==> src/rtl/cva6_lsu_mem_pkg.sv <==
// Shared types and constants for the CVA6 LSU memory-side responder.
package cva6_lsu_mem_pkg;

    typedef enum logic {
        LD_IDLE = 1'b0,
        LD_WAIT = 1'b1
    } ld_state_e;

    localparam int unsigned MIN_LAT = 1;

endpackage

==> src/rtl/cva6_lsu_store_queue.sv <==
// In-order store queue; only the head entry counts down its own latency and pops on its pulse.
module cva6_lsu_store_queue
    import cva6_lsu_mem_pkg::*;
#(
    parameter int unsigned ADDR_W = 32,
    parameter int unsigned DEPTH  = 2,
    parameter int unsigned LAT_W  = 4
) (
    input  logic              clk_i,
    input  logic              rst_ni,
    input  logic              push_i,
    input  logic [ADDR_W-1:0] push_addr_i,
    input  logic [LAT_W-1:0]  push_lat_i,
    output logic              full_o,
    output logic              empty_o,
    output logic              resp_o,
    output logic [ADDR_W-1:0] resp_addr_o
);

    typedef struct packed {
        logic [ADDR_W-1:0] addr;
        logic [LAT_W-1:0]  lat;
    } st_entry_t;

    localparam int unsigned PTR_W = $clog2(DEPTH);
    localparam int unsigned CNT_W = PTR_W + 1;

    st_entry_t         r_mem [DEPTH];
    logic [PTR_W-1:0]  r_wr_ptr;
    logic [PTR_W-1:0]  r_rd_ptr;
    logic [CNT_W-1:0]  r_count;
    logic [LAT_W-1:0]  r_head_cnt;
    logic              r_resp;
    logic [ADDR_W-1:0] r_resp_addr;

    logic              w_push;
    logic              w_pop;
    logic [PTR_W-1:0]  w_rd_next;
    logic [LAT_W-1:0]  w_head_cnt_nxt;

    assign full_o      = (r_count == CNT_W'(DEPTH));
    assign empty_o     = (r_count == '0);
    assign resp_o      = r_resp;
    assign resp_addr_o = r_resp_addr;

    assign w_push    = push_i && !full_o;
    assign w_pop     = !empty_o && (r_head_cnt == LAT_W'(MIN_LAT));
    assign w_rd_next = r_rd_ptr + PTR_W'(1);

    // The head counter reloads whenever a new entry becomes head: push into
    // an empty queue, or pop with a successor (already stored or arriving now).
    always_comb begin
        // NOTE: every always_comb output gets a default first so no path leaves it unassigned (no latch).
        w_head_cnt_nxt = r_head_cnt;
        if (w_pop) begin
            if (r_count > CNT_W'(1)) begin
                w_head_cnt_nxt = r_mem[w_rd_next].lat;
            end else if (w_push) begin
                w_head_cnt_nxt = push_lat_i;
            end else begin
                w_head_cnt_nxt = '0;
            end
        end else if (w_push && empty_o) begin
            w_head_cnt_nxt = push_lat_i;
        end else if (r_head_cnt > LAT_W'(MIN_LAT)) begin
            w_head_cnt_nxt = r_head_cnt - LAT_W'(1);
        end
    end

    // NOTE: entry storage has no reset; r_count alone decides which entries are meaningful.
    always_ff @(posedge clk_i) begin
        if (w_push) begin
            r_mem[r_wr_ptr] <= '{addr: push_addr_i, lat: push_lat_i};
        end
    end

    // NOTE: state registers use non-blocking assignments so every flop samples pre-edge values.
    always_ff @(posedge clk_i or negedge rst_ni) begin
        if (!rst_ni) begin
            r_wr_ptr    <= '0;
            r_rd_ptr    <= '0;
            r_count     <= '0;
            r_head_cnt  <= '0;
            r_resp      <= 1'b0;
            r_resp_addr <= '0;
        end else begin
            r_head_cnt  <= w_head_cnt_nxt;
            r_resp      <= w_pop;
            r_resp_addr <= w_pop ? r_mem[r_rd_ptr].addr : '0;
            if (w_push) begin
                r_wr_ptr <= r_wr_ptr + PTR_W'(1);
            end
            if (w_pop) begin
                r_rd_ptr <= w_rd_next;
            end
            case ({w_push, w_pop})
                2'b10:   r_count <= r_count + CNT_W'(1);
                2'b01:   r_count <= r_count - CNT_W'(1);
                default: r_count <= r_count;
            endcase
        end
    end

endmodule

==> src/rtl/cva6_lsu_mem_responder.sv <==
// Memory-side responder: one load slot with a countdown FSM plus an in-order store queue.
module cva6_lsu_mem_responder
    import cva6_lsu_mem_pkg::*;
#(
    parameter int unsigned ADDR_W      = 32,
    parameter int unsigned STORE_DEPTH = 2,
    parameter int unsigned LAT_W       = 4
) (
    input  logic              clk_i,
    input  logic              rst_ni,
    input  logic              req_valid_i,
    input  logic              req_is_load_i,
    input  logic [ADDR_W-1:0] req_addr_i,
    output logic              req_ready_o,
    input  logic [LAT_W-1:0]  cfg_load_lat_i,
    input  logic [LAT_W-1:0]  cfg_store_lat_i,
    output logic              load_mem_resp_o,
    output logic [ADDR_W-1:0] load_resp_addr_o,
    output logic              store_mem_resp_o,
    output logic [ADDR_W-1:0] store_resp_addr_o,
    output logic              busy_o
);

    function automatic logic [LAT_W-1:0] eff_lat(input logic [LAT_W-1:0] cfg);
        return (cfg < LAT_W'(MIN_LAT)) ? LAT_W'(MIN_LAT) : cfg;
    endfunction

    ld_state_e         r_ld_state;
    logic [LAT_W-1:0]  r_ld_cnt;
    logic [ADDR_W-1:0] r_ld_addr;
    logic              r_ld_resp;
    logic [ADDR_W-1:0] r_ld_resp_addr;

    ld_state_e         w_ld_state_nxt;
    logic [LAT_W-1:0]  w_ld_cnt_nxt;
    logic [ADDR_W-1:0] w_ld_addr_nxt;
    logic              w_ld_resp_nxt;
    logic [ADDR_W-1:0] w_ld_resp_addr_nxt;

    logic w_ld_busy;
    logic w_st_full;
    logic w_st_empty;
    logic w_ready;
    logic w_ld_push;
    logic w_st_push;

    // The pulse cycle still counts as busy, so a new load cannot overlap its own response.
    assign w_ld_busy = (r_ld_state == LD_WAIT) || r_ld_resp;
    assign w_ready   = !w_ld_busy && !w_st_full;
    assign w_ld_push = req_valid_i && w_ready && req_is_load_i;
    assign w_st_push = req_valid_i && w_ready && !req_is_load_i;

    assign req_ready_o      = w_ready;
    assign busy_o           = w_ld_busy || !w_st_empty;
    assign load_mem_resp_o  = r_ld_resp;
    assign load_resp_addr_o = r_ld_resp_addr;

    always_comb begin
        w_ld_state_nxt     = r_ld_state;
        w_ld_cnt_nxt       = r_ld_cnt;
        w_ld_addr_nxt      = r_ld_addr;
        w_ld_resp_nxt      = 1'b0;
        w_ld_resp_addr_nxt = '0;
        case (r_ld_state)
            LD_IDLE: begin
                if (w_ld_push) begin
                    w_ld_state_nxt = LD_WAIT;
                    w_ld_cnt_nxt   = eff_lat(cfg_load_lat_i);
                    w_ld_addr_nxt  = req_addr_i;
                end
            end
            LD_WAIT: begin
                if (r_ld_cnt <= LAT_W'(MIN_LAT)) begin
                    w_ld_state_nxt     = LD_IDLE;
                    w_ld_cnt_nxt       = '0;
                    w_ld_resp_nxt      = 1'b1;
                    w_ld_resp_addr_nxt = r_ld_addr;
                end else begin
                    w_ld_cnt_nxt = r_ld_cnt - LAT_W'(1);
                end
            end
            default: w_ld_state_nxt = LD_IDLE;
        endcase
    end

    always_ff @(posedge clk_i or negedge rst_ni) begin
        if (!rst_ni) begin
            r_ld_state     <= LD_IDLE;
            r_ld_cnt       <= '0;
            r_ld_addr      <= '0;
            r_ld_resp      <= 1'b0;
            r_ld_resp_addr <= '0;
        end else begin
            r_ld_state     <= w_ld_state_nxt;
            r_ld_cnt       <= w_ld_cnt_nxt;
            r_ld_addr      <= w_ld_addr_nxt;
            r_ld_resp      <= w_ld_resp_nxt;
            r_ld_resp_addr <= w_ld_resp_addr_nxt;
        end
    end

    cva6_lsu_store_queue #(
        .ADDR_W (ADDR_W),
        .DEPTH  (STORE_DEPTH),
        .LAT_W  (LAT_W)
    ) u_store_queue (
        .clk_i       (clk_i),
        .rst_ni      (rst_ni),
        .push_i      (w_st_push),
        .push_addr_i (req_addr_i),
        .push_lat_i  (eff_lat(cfg_store_lat_i)),
        .full_o      (w_st_full),
        .empty_o     (w_st_empty),
        .resp_o      (store_mem_resp_o),
        .resp_addr_o (store_resp_addr_o)
    );

endmodule

==> config.mk <==
export PLATFORM = sky130hd
export DESIGN_NAME = cva6_lsu_mem_responder
export DESIGN_NICKNAME = d
export VERILOG_FILES = /design/src/rtl/cva6_lsu_mem_pkg.sv /design/src/rtl/cva6_lsu_store_queue.sv /design/src/rtl/cva6_lsu_mem_responder.sv
export SDC_FILE = /design/constraint.sdc
export NUM_CORES = 1
export LEC_CHECK = 0
export CAP_MARGIN = 0
export CELL_PAD_IN_SITES_DETAIL_PLACEMENT = 1
export CELL_PAD_IN_SITES_GLOBAL_PLACEMENT = 1
export CORE_UTILIZATION = 40
export CTS_CLUSTER_DIAMETER = 80
export DETAILED_ROUTE_END_ITERATION = 10
export DONT_BUFFER_PORTS = 1
export HOLD_SLACK_MARGIN = 0.03
export PLACE_DENSITY_LB_ADDON = 0.3
export SLEW_MARGIN = 20
export SYNTH_ARGS = -nofsm -noshare
export SYNTH_HDL_FRONTEND = slang
export SYNTH_HIERARCHICAL = 1
export SYNTH_SLANG_ARGS = --single-unit
==> constraint.sdc <==
create_clock -name clk_i -period 6.3 [get_ports clk_i]
set_clock_uncertainty 0.1 [all_clocks]
set_input_delay 0.63 -clock clk_i [delete_from_list [all_inputs] [get_ports clk_i]]
set_output_delay 0.63 -clock clk_i [all_outputs]
set_load 0.05 [all_outputs]
# --- Yosys cells after proc, flatten, opt, wreduce, memory -nomap -nowiden ---
# Memories as Yosys holds them, arrays and structs flattened.
# Cells that the tools add are included.
# W data, S select, Z words.
op_classes:
  addsub: 6
  magnitude_cmp: 5
  n_eq_ne: 5
  n_mux: 21
  bitwise: 1
  n_reduce_logical: 17
ops:
  columns: ["op", "n"]
  rows:
  - ["$mux W32", 3]
  - ["$mux W4", 9]
  - ["$lt A4 B1 Y1 const B", 2]
  - ["$pmux W4 S2", 1]
  - ["$sub A4 B1 Y4 const B", 2]
  - ["$logic_and A1 B1 Y1", 7]
  - ["$mux W1", 6]
  - ["$eq A2 B2 Y1 const B", 2]
  - ["$eq A4 B1 Y1 const B", 1]
  - ["$gt A4 B1 Y1 const B", 1]
  - ["$le A4 B1 Y1 const B", 1]
  - ["$logic_not A1 Y1", 4]
  - ["$pmux W2 S2", 1]
  - ["$reduce_bool A3 Y1", 1]
  - ["$add A1 B1 Y1 const B", 2]
  - ["$add A2 B1 Y2 const B", 1]
  - ["$eq A2 B1 Y1 const B", 1]
  - ["$gt A2 B1 Y1 const B", 1]
  - ["$logic_not A2 Y1", 1]
  - ["$logic_or A1 B1 Y1", 2]
  - ["$ne A2 B2 Y1 const B", 1]
  - ["$pmux W1 S2", 1]
  - ["$reduce_and A2 Y1", 1]
  - ["$reduce_bool A2 Y1", 1]
  - ["2 further kinds", 2]
totals:
  reg_bits: 111
  ram_bits: 72
  input_bits: 44
  output_inout_bits: 68
  n_memories: 1
memory_table:
  columns: ["name", "depth", "word_bits", "rd", "rd_ports_with_merged_regs", "write_ports", "line_no", "rtl"]
  rows:
  - ["u_store_queue.r_mem", 2, 36, 2, 0, 1, "cva6_lsu_store_queue.sv:28", "st_entry_t r_mem [DEPTH];"]

# --- Logic depth before layout (Yosys ltp) ---
depth:
  ltp_word: 9
  depth_mapped: 9

# --- Hierarchy ---
# Netlist, hierarchy kept.
modules_own_cells:
  columns: ["module", "instances", "cells_per_inst", "area_each_um2"]
  rows:
  - ["cva6_lsu_store_queue", 1, 243, 4136.5]
  - ["cva6_lsu_mem_responder", 1, 179, 2737.6]

# --- Least setup slack after synthesis ---
# Ideal clock, no wire load.
synth_timing:
  path_type: "register -> register"
  startpoint: "register r_ld_resp (netlist: load_mem_resp_o)"
  endpoint: "memory u_store_queue/r_mem[0][0] (netlist name), enable pin"
  arrival_ns: 3.072
  path_slack_ns: 2.699
  path_stages_with_launch: 6
  n_path_buf: 0
  cell_sequence: "dfrtp_1 -> nor4b_4 -> nor2b_1 -> and2b_1 -> inv_1 -> nor2_1"
synth_via:
  elab_chain_len: 8
synth_lines:
  columns: ["item", "line_no", "rtl"]
  rows:
  - ["start: declaration", "cva6_lsu_mem_responder.sv:31", "logic r_ld_resp;"]
  - ["start signal: assignment", "cva6_lsu_mem_responder.sv:97", "r_ld_resp <= w_ld_resp_nxt;"]
  - ["$logic_or A1 B1 Y1", "cva6_lsu_mem_responder.sv:48", "assign w_ld_busy = (r_ld_state == LD_WAIT) || r_ld_resp;"]
  - ["$logic_not A1 Y1", "cva6_lsu_mem_responder.sv:49", "assign w_ready = !w_ld_busy && !w_st_full;"]
  - ["$logic_and A1 B1 Y1", "cva6_lsu_mem_responder.sv:49", null]
  - ["$logic_and A1 B1 Y1 (2 in series)", "cva6_lsu_mem_responder.sv:51", "assign w_st_push = req_valid_i && w_ready && !req_is_load_i;"]
  - ["named net w_st_push", "cva6_lsu_mem_responder.sv:45", "logic w_st_push;"]
  - ["$logic_and A1 B1 Y1", "cva6_lsu_store_queue.sv:46", "assign w_push = push_i && !full_o;"]
  - ["$mux W1", "cva6_lsu_store_queue.sv:72", "if (w_push) begin"]
  - ["$mux W1 (implied by the code)", "cva6_lsu_store_queue.sv:73", "r_mem[r_wr_ptr] <= '{addr: push_addr_i, lat: push_lat_i};"]
  - ["end: declaration", "cva6_lsu_store_queue.sv:28", null]
# The timed path passes the listed nets, and every way through them passes these cells.

# --- Worst setup path after layout ---
layout_timing:
  startpoint: "register u_store_queue.r_count[0]"
  endpoint: "memory u_store_queue/r_mem[0][16] (netlist name), enable pin"
layout_via:
  elab_chain_len: 8
layout_lines:
  columns: ["item", "line_no", "rtl"]
  rows:
  - ["start: declaration", "cva6_lsu_store_queue.sv:31", "logic [CNT_W-1:0] r_count;"]
  - ["start signal: assignment", "cva6_lsu_store_queue.sv:97", "2'b10: r_count <= r_count + CNT_W'(1);"]
  - ["start signal: assignment", "cva6_lsu_store_queue.sv:98", "2'b01: r_count <= r_count - CNT_W'(1);"]
  - ["start signal: assignment", "cva6_lsu_store_queue.sv:99", "default: r_count <= r_count;"]
  - ["$eq A2 B2 Y1", "cva6_lsu_store_queue.sv:41", "assign full_o = (r_count == CNT_W'(DEPTH));"]
  - ["named net w_st_full", "cva6_lsu_mem_responder.sv:41", "logic w_st_full;"]
  - ["$logic_not A1 Y1", "cva6_lsu_mem_responder.sv:49", null]
  - ["$logic_and A1 B1 Y1", "cva6_lsu_mem_responder.sv:49", null]
  - ["$logic_and A1 B1 Y1 (2 in series)", "cva6_lsu_mem_responder.sv:51", null]
  - ["named net w_st_push", "cva6_lsu_mem_responder.sv:45", null]
  - ["$logic_and A1 B1 Y1", "cva6_lsu_store_queue.sv:46", null]
  - ["$mux W1", "cva6_lsu_store_queue.sv:72", null]
  - ["$mux W1 (implied by the code)", "cva6_lsu_store_queue.sv:73", null]
# The timed path passes the listed nets, and every way through them passes these cells.

==> flow_metrics.tcl <==
set metrics [dict create \
    synth_edf_count 72 \
    dr.pass1.iters 4 \
    grt_max_degree 112 \
    clkSlewWorstSetupHoldPaths_ns 0.07 \
    cts_buffers 17 \
    ys_seq_area_share_pct 71.9 \
    start_util_pct 41.2 \
    busiest_layer "met2" \
    num_rows 47 \
    cts-root-buf "clkbuf_16" \
    syn_to_final_growth_pct 12.5 \
    crit_slowest_cell "nor2_4" \
    finalCritPeriodShare_pct 46.4 \
    grt-ovfl-total 0 \
    synth-seq-cells 183 \
    use_met3_pct 4.91 \
    synth_ff_type "dfrtp_1" \
    fmax_ghz 0.342 \
    netlist_area_um2 6870 \
    cpLargestDelayFamily "simple AND/OR/NAND/NOR gates" \
    drv_cap 0 \
    required_ns 6.33 \
    outcome "complete, no violations" \
    report.final.hold_viol_count 0 \
    critPathBufInv 3 \
    critPathCaptureType "flop" \
    p_leak_nw 3.26 \
    syn-instance-count 422 \
    ant_nets 0 \
    antenna_found_initial 0 \
    rsz0062_at_grt "no" \
    vdd_drop_max_mv 0.277 \
    slowest_delay_ns 0.50 \
    seq_area_um2 4940 \
    multi_input_area_um2 1740 \
    cp_max_fo 19 \
    clkSinkCount 183 \
    cts_buffer_depth 2 \
    ctsResizeCount 0 \
    slew-limit-headroom_pct 39.3 \
    tns_ns 0 \
    globalplace.congestion 0.744 \
    finalSetupViolCount 0 \
    avgViaCountPerCell 4.95 \
    slew_violations 0 \
    drive_gt1_share_pct 17.5 \
    post_cts_buffers 0 \
    fin_nets 478 \
    fin_hold_ws_ns 0.0280 \
    n_fill_cell 1604 \
    syn-num-nets 474 \
    start_kind "flop" \
    cts_max_level 4 \
    crit_chain "inv_1 > ha_1 > nor4b_4 > nor2b_1 > and2b_1 > inv_1 > nor2_4 > buf_16" \
    clk_latency_ns 0.42 \
    powerDensity_nw_per_um2 518 \
    yosysWarningCount 6 \
    io_buffers 0 \
    grt_pass1_vias 3698 \
    period_minus_slack_ns 2.92 \
    yosysUniqueCellTypes 46 \
    postSynthAreaPerCell_um2 16.3 \
    met2_usage_pct 25.9 \
    route.detailed.wl_per_inst_um 19.0 \
    grt_pass1_wl_mm 20.4 \
    grt.total_usage_pct 15.5 \
    drt-total-wl_mm 12.5 \
    path_common_cell "inv_1" \
    worst_pin_slew_ns 0.911 \
    core_area_um2 16700 \
    path_class "reg2reg" \
    ys_async_sr_fraction_pct 60.7 \
    vias 3260 \
    drtIter0Drc 137 \
    grt_use_met1_pct 18.6 \
    worstHoldPathType "in2async" \
    die_x_um 133 \
    dp_hpwl_mm 7.95 \
    die-area_um2 17700 \
    cp.depth 8 \
    tritoncts "built" \
    antenna_cells 0 \
    die_y_um 133 \
    critical_path_arrival_ns 2.95 \
    drc 0 \
    io_pins 112 \
    r2r.worst_path.cells 8 \
]
==> metal layers <==
metal | part of all wire, % | wire, um
met1 | 43 | 5320
met3 | 5.4 | 681
met2 | 51 | 6330
met4 | 1.4 | 178
met5 | 0 | 0
==> layout by cell type (no fill, tap or decap), types with 3 or more instances in the layout <==
| cell type | netlist | routed |
|---|---|---|
| mux2i_1 | 36 | 36 |
| mux2_1 | 5 | 5 |
| nand2_1 | 4 | 4 |
| clkbuf_16 | 0 | 17 |
| nor2_1 | 40 | 39 |
| clkinvlp_4 | 0 | 4 |
| nor3_1 | 5 | 5 |
| and2_1 | 33 | 32 |
| buf_4 | 1 | 3 |
| dfrtp_1 | 111 | 110 |
| inv_1 | 9 | 9 |
| ha_1 | 8 | 8 |
| xnor2_1 | 5 | 5 |
| o221ai_1 | 3 | 3 |
| mux2_2 | 7 | 7 |
| bufinv_16 | 0 | 5 |
| edfxtp_1 | 72 | 72 |
| o211ai_1 | 4 | 4 |
| nand2b_1 | 5 | 5 |
| nand3_1 | 3 | 3 |
| o21ai_0 | 4 | 4 |
| mux2_4 | 21 | 21 |
==> cell usage after synthesis, types with 2 or more instances <==
cell	number	area share, %
edfxtp_1	72	31
nand2b_1	5	0.46
xor2_1	2	0.25
o21ai_0	4	0.29
nor3_1	5	0.36
and3_1	2	0.18
mux2i_1	36	5.2
ha_1	8	1.5
dfrtp_1	111	40
clkbuf_1	5	0.27
nor2_1	40	2.2
mux2_1	5	0.82
buf_2	5	0.36
inv_1	9	0.49
nand3_1	3	0.22
xnor2_1	5	0.64
o211ai_1	4	0.44
a31oi_1	2	0.18
o22ai_1	2	0.18
nor2b_1	2	0.18
mux2_2	7	1.1
o221ai_1	3	0.38
and2_1	33	3.0
buf_12	3	0.87
nand2_1	4	0.22
mux2_4	21	4.6
buf_6	5	0.82
==> logic make-up (layout without fill, tap and decap cells) <==
group,count (synthesis),count (layout),synth area share (%)
compound gates,20,20,2.11
fa+ha+maj,8,8,1.46
mux,69,69,11.8
xor+xnor,7,7,0.892
flops,183,183,71.9
simple gates,106,106,8.74
buf+inv,29,46,3.15
==> where the power goes <==
group | switching [W] | internal [W] | total, W
sequential | 0.000521 | 0.00153 | 0.00205
clock | 0.000449 | 0.000721 | 0.00117
combinational | 0.000376 | 0.000407 | 0.000783
total | 0.00135 | 0.00266 | 0.00400
==> registers in the layout, summed over array words and instances (netlist names), 2 cells and up <==
signal	cells
u_store_queue/resp_addr_o	32
u_store_queue/r_head_cnt	4
u_store_queue/r_mem	72
r_ld_cnt	4
r_ld_addr	32
load_resp_addr_o	32
u_store_queue/r_count	2
==> what timing repair did <==
action,in CTS,in global routing
endpoints found under the setup margin,0,0
endpoints found under the hold margin,111,0
hold buffers,1,0
==> area by class of cell <==
cell class	count	share of cell area (%)
Clock buffer	19	5.73
Tap cell	220	3.56
Sequential cell	183	63.9
Timing Repair Buffer	5	1.00
Inverter	9	0.437
Clock inverter	13	2.82
Multi-Input combinational cell	210	22.5
==> metrics by stage <==
step / cells / area (um2) / utilization, % / worst slack (ns) / total power, W
2_1_floorplan: 422 / 6870 / - / 2.70 / 0.00268
5_1_grt: 659 / 7730 / 46.3 / 3.12 / 0.00421
3_5_place_dp: 625 / 7010 / 42.0 / 3.16 / 0.00286
6_report: 659 / 7730 / 46.3 / 3.38 / 0.00400
3_3_place_gp: 625 / 7010 / 41.9 / 3.31 / 0.00279
4_1_cts: 658 / 7700 / 46.1 / 3.14 / 0.00406
==> final timing paths <==
| kind | end | start | slack [ns] |
|---|---|---|---|
| setup / recovery | u_store_queue/r_mem[0][16]$_DFFE_PP_ | u_store_queue/r_count[0]$_DFFE_PN0P_ | 3.38 |
| hold reg to reg | load_resp_addr_o[12]$_DFF_PN0_ | r_ld_addr[12]$_DFFE_PN0P_ | 0.37 |
| hold / removal | u_store_queue/resp_addr_o[10]$_DFF_PN0_ | rst_ni | 0.03 |
| max in group asynchronous | u_store_queue/r_rd_ptr$_DFFE_PN0P_ | rst_ni | 5.59 |
| min in group clk_i | u_store_queue/r_mem[1][13]$_DFFE_PP_ | req_addr_i[9] | 0.20 |
| setup reg to reg | u_store_queue/r_mem[0][16]$_DFFE_PP_ | u_store_queue/r_count[0]$_DFFE_PN0P_ | 3.38 |
No activity file was read; power rests on OpenSTA's default activity.
